===== config.mk =====
export PLATFORM = sky130hd
export DESIGN_NAME = gray_stream_conv_flat
export DESIGN_NICKNAME = d
export VERILOG_FILES = /design/src/rtl/gray_pkg.sv /design/src/rtl/gray_stream_conv_if.sv /design/src/rtl/gray_stream_conv_calc.sv /design/src/rtl/gray_stream_conv.sv /design/src/flat_wrapper.sv
export SDC_FILE = /design/constraint.sdc
export NUM_CORES = 1
export LEC_CHECK = 0
export ABC_AREA = 1
export ABC_CLOCK_PERIOD_IN_PS = 4800
export CAP_MARGIN = 5
export CORE_ASPECT_RATIO = 0.6
export CORE_UTILIZATION = 50
export DETAILED_ROUTE_END_ITERATION = 10
export PLACE_DENSITY = 0.79
export SYNTH_ARGS = -nofsm -noshare
export SYNTH_HDL_FRONTEND = slang
export SYNTH_SLANG_ARGS = --single-unit

===== constraint.sdc =====
create_clock -name clock -period 4.8 [get_ports clock]
set_input_delay 0.72 -clock clock [delete_from_list [all_inputs] [get_ports clock]]
set_output_delay 0.72 -clock clock [all_outputs]
set_load 0.01 [all_outputs]

===== src/rtl/gray_pkg.sv =====
// Shared constants and helpers for the grayscale stream path (mode codes, luma weights, channel replication).
package gray_pkg;

    localparam int MODE_AVG   = 0;
    localparam int MODE_LUMA  = 1;

    localparam int W0         = 77;
    localparam int W1         = 150;
    localparam int W2         = 29;
    localparam int LUMA_SHIFT = 8;

    localparam int MAX_CH_W   = 32;
    localparam int MAX_DW     = 256;

    // Callers size the result down to CH_WIDTH*NUM_CH with a cast.
    function automatic logic [MAX_DW-1:0] replicate(input logic [MAX_CH_W-1:0] val,
                                                    input int ch_width,
                                                    input int num_ch);
        logic [MAX_DW-1:0] r;
        r = '0;
        for (int i = 0; i < MAX_DW; i++) begin
            if (i < ch_width * num_ch) begin
                r[i] = val[i % ch_width];
            end
        end
        return r;
    endfunction

endpackage


===== src/rtl/gray_stream_conv_if.sv =====
// Input-FIFO read side and output-FIFO write side of the gray converter; master = converter, slave = FIFOs.
interface gray_stream_conv_if #(
    parameter int DWIDTH = 24
);
    logic [DWIDTH-1:0] in_dout;
    logic              in_empty;
    logic              in_rd_en;
    logic [DWIDTH-1:0] out_din;
    logic              out_full;
    logic              out_wr_en;

    modport master (
        input  in_dout, in_empty, out_full,
        output in_rd_en, out_din, out_wr_en
    );

    modport slave (
        output in_dout, in_empty, out_full,
        input  in_rd_en, out_din, out_wr_en
    );
endinterface


===== src/rtl/gray_stream_conv_calc.sv =====
// Per-mode channel arithmetic: S1 registers the channel sum (average) or weighted sum (luma) when ld_i is high;
// gray_o is the combinational reduction of the S1 register, consumed by the caller's S2.
module gray_calc
    import gray_pkg::*;
#(
    parameter int CH_WIDTH = 8,
    parameter int NUM_CH   = 3,
    parameter int MODE     = MODE_AVG
) (
    input  logic                         clk_i,
    input  logic                         rst_i,
    input  logic                         ld_i,
    input  logic [CH_WIDTH*NUM_CH-1:0]   pix_i,
    output logic [CH_WIDTH-1:0]          gray_o
);
    localparam int ACC_W = (MODE == MODE_LUMA) ? CH_WIDTH + LUMA_SHIFT
                                               : CH_WIDTH + $clog2(NUM_CH);

    logic [ACC_W-1:0] acc_d;
    logic [ACC_W-1:0] acc_q;

    if (MODE == MODE_LUMA) begin : g_luma
        if (NUM_CH != 3) begin : g_bad_luma
            $error("gray_calc: MODE_LUMA needs NUM_CH == 3");
        end
        always_comb begin
            acc_d = ACC_W'(W0) * ACC_W'(pix_i[CH_WIDTH-1:0])
                  + ACC_W'(W1) * ACC_W'(pix_i[2*CH_WIDTH-1:CH_WIDTH])
                  + ACC_W'(W2) * ACC_W'(pix_i[3*CH_WIDTH-1:2*CH_WIDTH]);
        end
        // Weights sum to 256, so the top CH_WIDTH bits can never overflow.
        assign gray_o = acc_q[ACC_W-1 -: CH_WIDTH];
    end else begin : g_avg
        always_comb begin
            acc_d = '0;
            for (int c = 0; c < NUM_CH; c++) begin
                acc_d = acc_d + ACC_W'(pix_i[c*CH_WIDTH +: CH_WIDTH]);
            end
        end
        assign gray_o = CH_WIDTH'(acc_q / ACC_W'(NUM_CH));
    end

    always_ff @(posedge clk_i) begin
        if (rst_i) begin
            acc_q <= '0;
        end else if (ld_i) begin
            acc_q <= acc_d;
        end
    end

endmodule


===== src/rtl/gray_stream_conv.sv =====
// FWFT-in/FIFO-out colour-to-gray converter: 2-cycle latency, 1 pixel/clock; out_full stalls S2, then S1, then pops.
// Optional GRAY_BINARIZE_EN turns the gray value into all-ones/zero per channel against THRESHOLD.
module gray_stream_conv
    import gray_pkg::*;
#(
    parameter int CH_WIDTH     = 8,
    parameter int NUM_CH       = 3,
    parameter int MODE         = MODE_AVG,
    parameter int FRAME_PIXELS = 388800
`ifdef GRAY_BINARIZE_EN
    ,
    parameter int THRESHOLD    = 2 ** (CH_WIDTH - 1)
`endif
) (
    input  logic               clock,
    input  logic               reset,
    gray_stream_conv_if.master bus,
    output logic               frame_done,
    output logic               busy
);
    localparam int DWIDTH = CH_WIDTH * NUM_CH;
    localparam int CNT_W  = (FRAME_PIXELS > 1) ? $clog2(FRAME_PIXELS) : 1;
    localparam logic [CNT_W-1:0] LAST_PIX = CNT_W'(FRAME_PIXELS - 1);

    if (FRAME_PIXELS < 1) begin : g_bad_frame
        $error("gray_stream_conv: FRAME_PIXELS must be >= 1");
    end

    logic              s1_v_d, s1_v_q;
    logic              s2_v_d, s2_v_q;
    logic [DWIDTH-1:0] dout_d, dout_q;
    logic [CNT_W-1:0]  cnt_d, cnt_q;
    logic              done_d, done_q;
    logic              adv1, adv2, pop, push;
    logic [CH_WIDTH-1:0] gray;
    logic [CH_WIDTH-1:0] s2_val;

    // Handshakes are gated by reset so neither FIFO moves while the pipeline is being cleared.
    assign adv2 = ~s2_v_q | ~bus.out_full;
    assign adv1 = ~s1_v_q | adv2;
    assign pop  = ~reset & ~bus.in_empty & adv1;
    assign push = ~reset & s2_v_q & ~bus.out_full;

    assign bus.in_rd_en  = pop;
    assign bus.out_wr_en = push;
    assign bus.out_din   = dout_q;
    assign frame_done    = done_q;
    assign busy          = s1_v_q | s2_v_q;

    gray_calc #(
        .CH_WIDTH (CH_WIDTH),
        .NUM_CH   (NUM_CH),
        .MODE     (MODE)
    ) u_calc (
        .clk_i  (clock),
        .rst_i  (reset),
        .ld_i   (pop),
        .pix_i  (bus.in_dout),
        .gray_o (gray)
    );

`ifdef GRAY_BINARIZE_EN
    assign s2_val = (32'(gray) >= 32'(THRESHOLD)) ? '1 : '0;
`else
    assign s2_val = gray;
`endif

    always_comb begin
        s1_v_d = s1_v_q;
        s2_v_d = s2_v_q;
        dout_d = dout_q;
        cnt_d  = cnt_q;
        done_d = 1'b0;
        if (adv1) begin
            s1_v_d = pop;
        end
        if (adv2) begin
            s2_v_d = s1_v_q;
            if (s1_v_q) begin
                dout_d = DWIDTH'(replicate(MAX_CH_W'(s2_val), CH_WIDTH, NUM_CH));
            end
        end
        if (push) begin
            if (cnt_q == LAST_PIX) begin
                cnt_d  = '0;
                done_d = 1'b1;
            end else begin
                cnt_d = cnt_q + 1'b1;
            end
        end
    end

    always_ff @(posedge clock) begin
        if (reset) begin
            s1_v_q <= 1'b0;
            s2_v_q <= 1'b0;
            dout_q <= '0;
            cnt_q  <= '0;
            done_q <= 1'b0;
        end else begin
            s1_v_q <= s1_v_d;
            s2_v_q <= s2_v_d;
            dout_q <= dout_d;
            cnt_q  <= cnt_d;
            done_q <= done_d;
        end
    end

endmodule


===== src/flat_wrapper.sv =====
// flat-port wrapper written by rule: the top's interface ports become plain ports
module gray_stream_conv_flat import gray_pkg::*;
#(
    parameter int CH_WIDTH     = 8,
    parameter int NUM_CH       = 3,
    parameter int MODE         = MODE_AVG,
    parameter int FRAME_PIXELS = 388800

)
  (clock, reset, frame_done, busy, bus_in_dout, bus_in_empty, bus_out_full, bus_in_rd_en, bus_out_din, bus_out_wr_en);
  gray_stream_conv_if bus_i ();
  input  logic clock;
  input  logic reset;
  output logic frame_done;
  output logic busy;
  input wire logic [$bits(bus_i.in_dout)-1:0] bus_in_dout;
  input wire logic [$bits(bus_i.in_empty)-1:0] bus_in_empty;
  input wire logic [$bits(bus_i.out_full)-1:0] bus_out_full;
  output wire logic [$bits(bus_i.in_rd_en)-1:0] bus_in_rd_en;
  output wire logic [$bits(bus_i.out_din)-1:0] bus_out_din;
  output wire logic [$bits(bus_i.out_wr_en)-1:0] bus_out_wr_en;
  assign bus_i.in_dout = bus_in_dout;
  assign bus_i.in_empty = bus_in_empty;
  assign bus_i.out_full = bus_out_full;
  assign bus_in_rd_en = bus_i.in_rd_en;
  assign bus_out_din = bus_i.out_din;
  assign bus_out_wr_en = bus_i.out_wr_en;
  gray_stream_conv #(.CH_WIDTH(CH_WIDTH), .NUM_CH(NUM_CH), .MODE(MODE), .FRAME_PIXELS(FRAME_PIXELS)) u_core (.clock(clock), .reset(reset), .bus(bus_i), .frame_done(frame_done), .busy(busy));
endmodule

==> parameters.txt <==
Parameter                              Value

Status
  Result of the run    finished, final reports clean

CTS
  Clock net sink count    40
  CTS clk-pin slew, worst paths    80 ps
  Post-CTS setup repair buffer count    0
  Post-CTS sizing    0
  Number of buffers created by CTS    5
  Cell at the root of the clock tree    sky130_fd_sc_hd__clkbuf_8
  Clock latency reported for the late side of the worst-skew pair    300 ps
  CTS tree    done
  Clock H-tree levels    2
  Max clock buf depth    2
  CTS Hold Bufs    0

Layout
  Highest-count cells in the layout ignoring fill and taps    sky130_fd_sc_hd__inv_1 (62), sky130_fd_sc_hd__clkdlybuf4s50_1 (55), sky130_fd_sc_hd__nand2_1 (41), sky130_fd_sc_hd__dfxtp_1 (40), sky130_fd_sc_hd__nor2_1 (37)
  Final net count    437
  Diodes inserted    0
  Fraction of layout instances using a drive strength above 1    9.97%
  Final cell count without fillers    454
  Area added between synthesis and finish    22.1%
  Commonest non-fill, non-tap cell in the layout    sky130_fd_sc_hd__inv_1

Power
  Pwr/cell area    301 nW/µm²
  Largest voltage drop on the vdd net    0.150 mV
  P_leak    1.30 nW

Timing
  Shortest clock period the worst path allows after layout    3330 ps
  Total count of hold-check failures in the final report    0
  Worst clock skew    10.2 ps
  Final clock period utilization by the worst path    69.4%
  Final Max Tran Viols    0
  Worst-case hold slack    497 ps
  Slew Limit Headroom    37.9%
  Fin Setup TNS    0 ps
  Transition time at the pin with the least slew margin    928 ps
  Timing-limited maximum frequency    300 MHz
  Final setup violation count    0
  Setup repair after global routing missed its margin    false

Placed design
  Number of port buffers    55
  Final estimated routing congestion in global placement    0.828
  Cell count after placement    447
  Total half-perimeter wirelength after legalization and detailed placement    4410 µm

GRT
  Total global-route track usage    21.2%
  Initial antenna violation count    0
  Global-route wire length before repair    8910 µm
  Via count of the first global-routing pass    1925
  Overall overflow remaining after global route    0
  Maximum number of pins on one net before global-route repair    16

Critical path
  Required time of the critical path    4080 ps
  Type of the worst setup path    primary input to primary output
  Max Fanout on Critical Path    14
  Longest individual stage delay on the worst path    620 ps
  Endpoint class of the critical path    primary output
  Startpoint type of the worst setup path    primary input
  Most common cell type on the critical path    sky130_fd_sc_hd__clkdlybuf4s50_1
  Critical-path cell with the highest stage delay    sky130_fd_sc_hd__clkdlybuf4s50_1
  Critical-path cell list    clkdlybuf4s50_1, nor2_1, nand2_1, inv_1, clkdlybuf4s50_1
  Origin of the worst setup path    reset
  Worst flop-to-flop path startpoint    u_core.u_calc.acc_q[8]$_SDFFE_PP0P_
  Arrival time reported for the critical path endpoint    2610 ps

Floorplanning
  Horizontal die dimension    94.8 µm
  Chip Height    57.7 µm
  I/O Pins    56
  Number of cell rows    19
  Placeable Area    4750 µm²
  Total die area    5470 µm²
  Initial Util    54.4%

Synth
  Syn Std Cell Area    2580 µm²
  Distinct cell type count of the synthesized netlist    35
  Top cell type by total area after synthesis    sky130_fd_sc_hd__dfxtp_1
  Share of synthesized area occupied by flip-flops and latches    31.0%
  Per-instance average area after synthesis    7.39 µm²
  Cells after Synth    350
  Warning count from the yosys run    0
  Number of synthesized register bits    40
  Net count after synthesis    396
  Dominant cells by area after synthesis    sky130_fd_sc_hd__dfxtp_1 (31%), sky130_fd_sc_hd__inv_1 (9.0%), sky130_fd_sc_hd__fa_1 (7.0%)
  Fraction of post-synthesis cell area in the top cell type by area    31.0%

Min path
  Hold path start    u_core.cnt_q[18]$_SDFFE_PP0P_
  Worst hold path class    flop to flop

Routing
  Total wirelength of the detailed-routed design    5510 µm
  Via Count    2292
  Total iterations of the first detailed-routing run    5
  Routed wire length per instance    12.1 µm
  Initial DRC count    106
  Final routed DRC violation total    0
  Via density per instance    5.05
  DRT antenna net count    0

Job
  Max-cap violations    0
## worst paths after layout
check                                             end  depth (start not counted)  slack (ps)
hold / removal          u_core.cnt_q[18]$_SDFFE_PP0P_                          2         500
setup / recovery                         bus_in_rd_en                          5        1470
hold reg to reg         u_core.cnt_q[18]$_SDFFE_PP0P_                          2         500
setup reg to reg  u_core.bus.out_din[17]$_SDFFE_PP0P_                         22        1940
## cell type report
cell class / instances / area (µm²)
fillers: 428 / 1600
multi-input cells: 225 / 1410
inverters: 64 / 240
clock inverters: 2 / 12.5
clock buffers: 5 / 68.8
flip-flops and latches: 40 / 801
well taps: 63 / 78.8
repair buffers: 55 / 551
## metrics by stage
stage | util (%) | instance area (µm²) | setup slack [ps] | power [W]
6_report | 66.4 | 3160 | 1470 | 0.000952
5_1_grt | 66.4 | 3160 | 1260 | 0.00102
4_1_cts | 66.4 | 3160 | 1460 | 0.000954
3_5_place_dp | 64.7 | 3080 | 1280 | 0.000735
3_3_place_gp | 64.7 | 3080 | 1410 | 0.000720
2_1_floorplan | - | 2580 | 2000 | 0.000637
## layer usage
metal	GRT usage, %	routed length, µm	up-vias
li1	-	-	1199
met3	5.64	370	10
met1	33.8	2900	993
met2	26.6	2150	90
met4	7.58	91	0
met5	0	0	-
## report_power, final
group / total (W) / leakage, nW / switching (W) / internal [W]
Sequential: 0.000372 / 0.326 / 0.0000213 / 0.000351
Clock: 0.000218 / 0.0400 / 0.000120 / 0.0000984
Combinational: 0.000362 / 0.935 / 0.000207 / 0.000154
## state kept, by name (all words and copies together), names as in the netlist
signal and count:
u_core.s1_v_q 1, u_core.bus.out_din 8, u_core.cnt_q 19, u_core.u_calc.acc_q 10, u_core.s2_v_q 1, u_core.frame_done 1
## cell usage after synthesis
cell type and count:
sky130_fd_sc_hd__nand3_1 17, sky130_fd_sc_hd__a32o_1 2, sky130_fd_sc_hd__nand4_1 7, sky130_fd_sc_hd__o221a_2 1
sky130_fd_sc_hd__ha_1 9, sky130_fd_sc_hd__fa_1 9, sky130_fd_sc_hd__nand3_2 5, sky130_fd_sc_hd__a21oi_1 24
sky130_fd_sc_hd__o21ai_2 6, sky130_fd_sc_hd__nor3b_1 3, sky130_fd_sc_hd__nor4_1 3, sky130_fd_sc_hd__o21bai_2 1
sky130_fd_sc_hd__nand2_2 8, sky130_fd_sc_hd__nor2_4 1, sky130_fd_sc_hd__dfxtp_1 40, sky130_fd_sc_hd__nor3_2 2
sky130_fd_sc_hd__a211oi_1 1, sky130_fd_sc_hd__clkbuf_1 5, sky130_fd_sc_hd__or2_2 2, sky130_fd_sc_hd__xor2_1 4
sky130_fd_sc_hd__o211ai_1 4, sky130_fd_sc_hd__nand2_1 41, sky130_fd_sc_hd__inv_2 2, sky130_fd_sc_hd__a21oi_2 2
sky130_fd_sc_hd__o21ai_1 2, sky130_fd_sc_hd__o21ai_0 19, sky130_fd_sc_hd__a31oi_1 2, sky130_fd_sc_hd__nor2_1 37
sky130_fd_sc_hd__o21a_1 2, sky130_fd_sc_hd__inv_1 62, sky130_fd_sc_hd__nor2_2 2, sky130_fd_sc_hd__o31ai_1 1
sky130_fd_sc_hd__buf_4 16, sky130_fd_sc_hd__xnor2_1 2, sky130_fd_sc_hd__nor3_1 6
## worst max-delay path: cells and delay by family
family	cells	cell delay, ps
and+or+nand+nor	2	430
buffers and inverters	3	1450
## cell families after synthesis
| family | Yosys count | share of synthesized area [%] |
|---|---|---|
| fa+ha+maj | 18 | 11.3 |
| buf+inv | 85 | 14.7 |
| xor+xnor | 6 | 2.03 |
| simple gates | 134 | 25.1 |
| compound gates | 67 | 15.9 |
| flops | 40 | 31.0 |
Note: power is estimated with default switching activity, not from simulation.
==> variant: new RTL, config.mk and constraints unchanged <==
The option `GRAY_BINARIZE_EN` is turned on by a define.
--- a/src/rtl/gray_stream_conv.sv
+++ b/src/rtl/gray_stream_conv.sv
@@ -2,2 +2,4 @@
 // Optional GRAY_BINARIZE_EN turns the gray value into all-ones/zero per channel against THRESHOLD.
+`define GRAY_BINARIZE_EN
+
 module gray_stream_conv
Function: changed (Yosys sat finds a counterexample within 4 cycles, from zero or initial values and one cycle with reset high).
==> variant against the original RTL <==
- wire length decreased by 24%
- setup slack improved by 0.18 ns
- area after synthesis decreased by 25%
- sequential cell count decreased by 14
- design area decreased by 23%
- sequential share of layout area decreased by 3.8 points
- critical endpoint unchanged
- highest routed layer unchanged
Power is not compared: it rests on default switching activity, and its combinational part moved more than twofold at a synthesized area within 25%.
==> variant: results (changes against the original RTL) <==
* Adder-cell share of the synthesized area at 14.4% (was 11.3%)
* Layout cell share with drive strength beyond 1 at 6.25% (was 9.97%)
* Reg2Reg Capture Point: u_core.cnt_q[7]$_SDFFE_PP0P_ (was u_core.bus.out_din[17]$_SDFFE_PP0P_)
* Max-slew headroom at 56.9% (was 37.9%)
* Synthesized Nets at 316 (was 396)
* Hpwl dp at 3440 um (was 4410 um)
* Non-Clock Buffer Area Fraction at 22.8% (was 17.4%)
* Via density per instance at 5.03 (was 5.05)
* Status: finished, final reports clean (unchanged)
* Min-Delay Endpoint: u_core.u_calc.acc_q[9]$_SDFFE_PP0P_ (was u_core.cnt_q[18]$_SDFFE_PP0P_)
* Filler instances at 347 (was 428)
* Post-Route WL at 4170 um (was 5510 um)
* Worst Path Max Fanout at 11 (was 14)
* First-pass GRT wire length at 7070 um (was 8910 um)
* Reg area at 520 um^2 (was 801 um^2)
* Post-synth top cells: 60 x nand2_1, 35 x nor2_1, 31 x inv_1 (was 62 x inv_1, 41 x nand2_1, 40 x dfxtp_1)
* CP arrival at 2.43 ns (was 2.61 ns)
* Post-synthesis xor/xnor area fraction at 1.35% (was 2.03%)
* Cts bufs inserted at 3 (was 5)
* Reg2Reg Setup Slack at 3.17 ns (was 1.94 ns)
* Place WS at 1.67 ns (was 1.28 ns)
* DRC at 0 (unchanged)
* H-tree Lvls at 1 (was 2)
* Vias in the first global route at 1558 (was 1925)
* Drt first-iter violations at 94 (was 106)
* Pin count of the biggest net entering global routing at 26 (was 16)
* Synth unique cells at 30 (was 35)
* Fraction of the mapped netlist area in compound gates at 8.42% (was 15.9%)
* Worst R2R Path Depth at 8 (was 22)
* Tot GR Track Use at 22.6% (was 21.2%)
* TritonRoute pass-1 iters at 4 (was 5)
* Seq cells at 26 (was 40)
* GPL Wtd Cong at 0.902 (was 0.828)
* Multi-input gates at 186 (was 225)
* Hold path startpoint: u_core.u_calc.acc_q[9]$_SDFFE_PP0P_ (was u_core.cnt_q[18]$_SDFFE_PP0P_)
* Worst reg2reg path startpoint: u_core.cnt_q[0]$_SDFFE_PP0P_ (was u_core.u_calc.acc_q[8]$_SDFFE_PP0P_)
* Clock network area share at 2.28% (was 2.58%)
* Final #Nets at 350 (was 437)
* # clk buffers at 4 (was 5)
* Largest cells by area after synthesis: dfxtp_1 27%, nand2_1 12%, buf_4 9.6%, fa_1 9.3%, nor2_1 6.7% (was dfxtp_1 31%, inv_1 9.0%, fa_1 7.0%, nand2_1 6.0%, nor2_1 5.4%)
* Clock Skew at 0.00336 ns (was 0.0102 ns)
* Seq/Total Area, Yosys at 26.7% (was 31.0%)
* Area of the multi-input gates at 1110 um^2 (was 1410 um^2)
-- variant: changes by cell type in the layout (fill, tap and decap cells not counted), sizes merged, moves of 3 or more --
| cell | delta |
|---|---|
| inv | -31 |
| o21ai | -20 |
| dfxtp | -14 |
| nand2 | +12 |
| a21oi | -10 |
| nand3 | -8 |
| o211ai | -4 |
| and3 | +3 |
| nor2 | +3 |
| nor3b | -3 |
| nor4 | -3 |
-- variant: metal layers --
layer / part of all wire, % / vias to the layer above / track usage [%]
li1: - / 908 / -
met1: 52 / 785 / 35.1
met2: 37 / 69 / 31.8
met3: 10 / 2 / 6.00
met4: 0.29 / 0 / 2.30
met5: 0 / - / 0
-- variant: per-stage QoR --
step | total power, mW | instance area [um^2] | std cells
5_1_grt | 0.529 | 2420 | 351
3_5_place_dp | 0.360 | 2360 | 347
2_1_floorplan | 0.310 | 1950 | 271
6_report | 0.498 | 2420 | 351
4_1_cts | 0.502 | 2420 | 351
3_3_place_gp | 0.355 | 2360 | 347
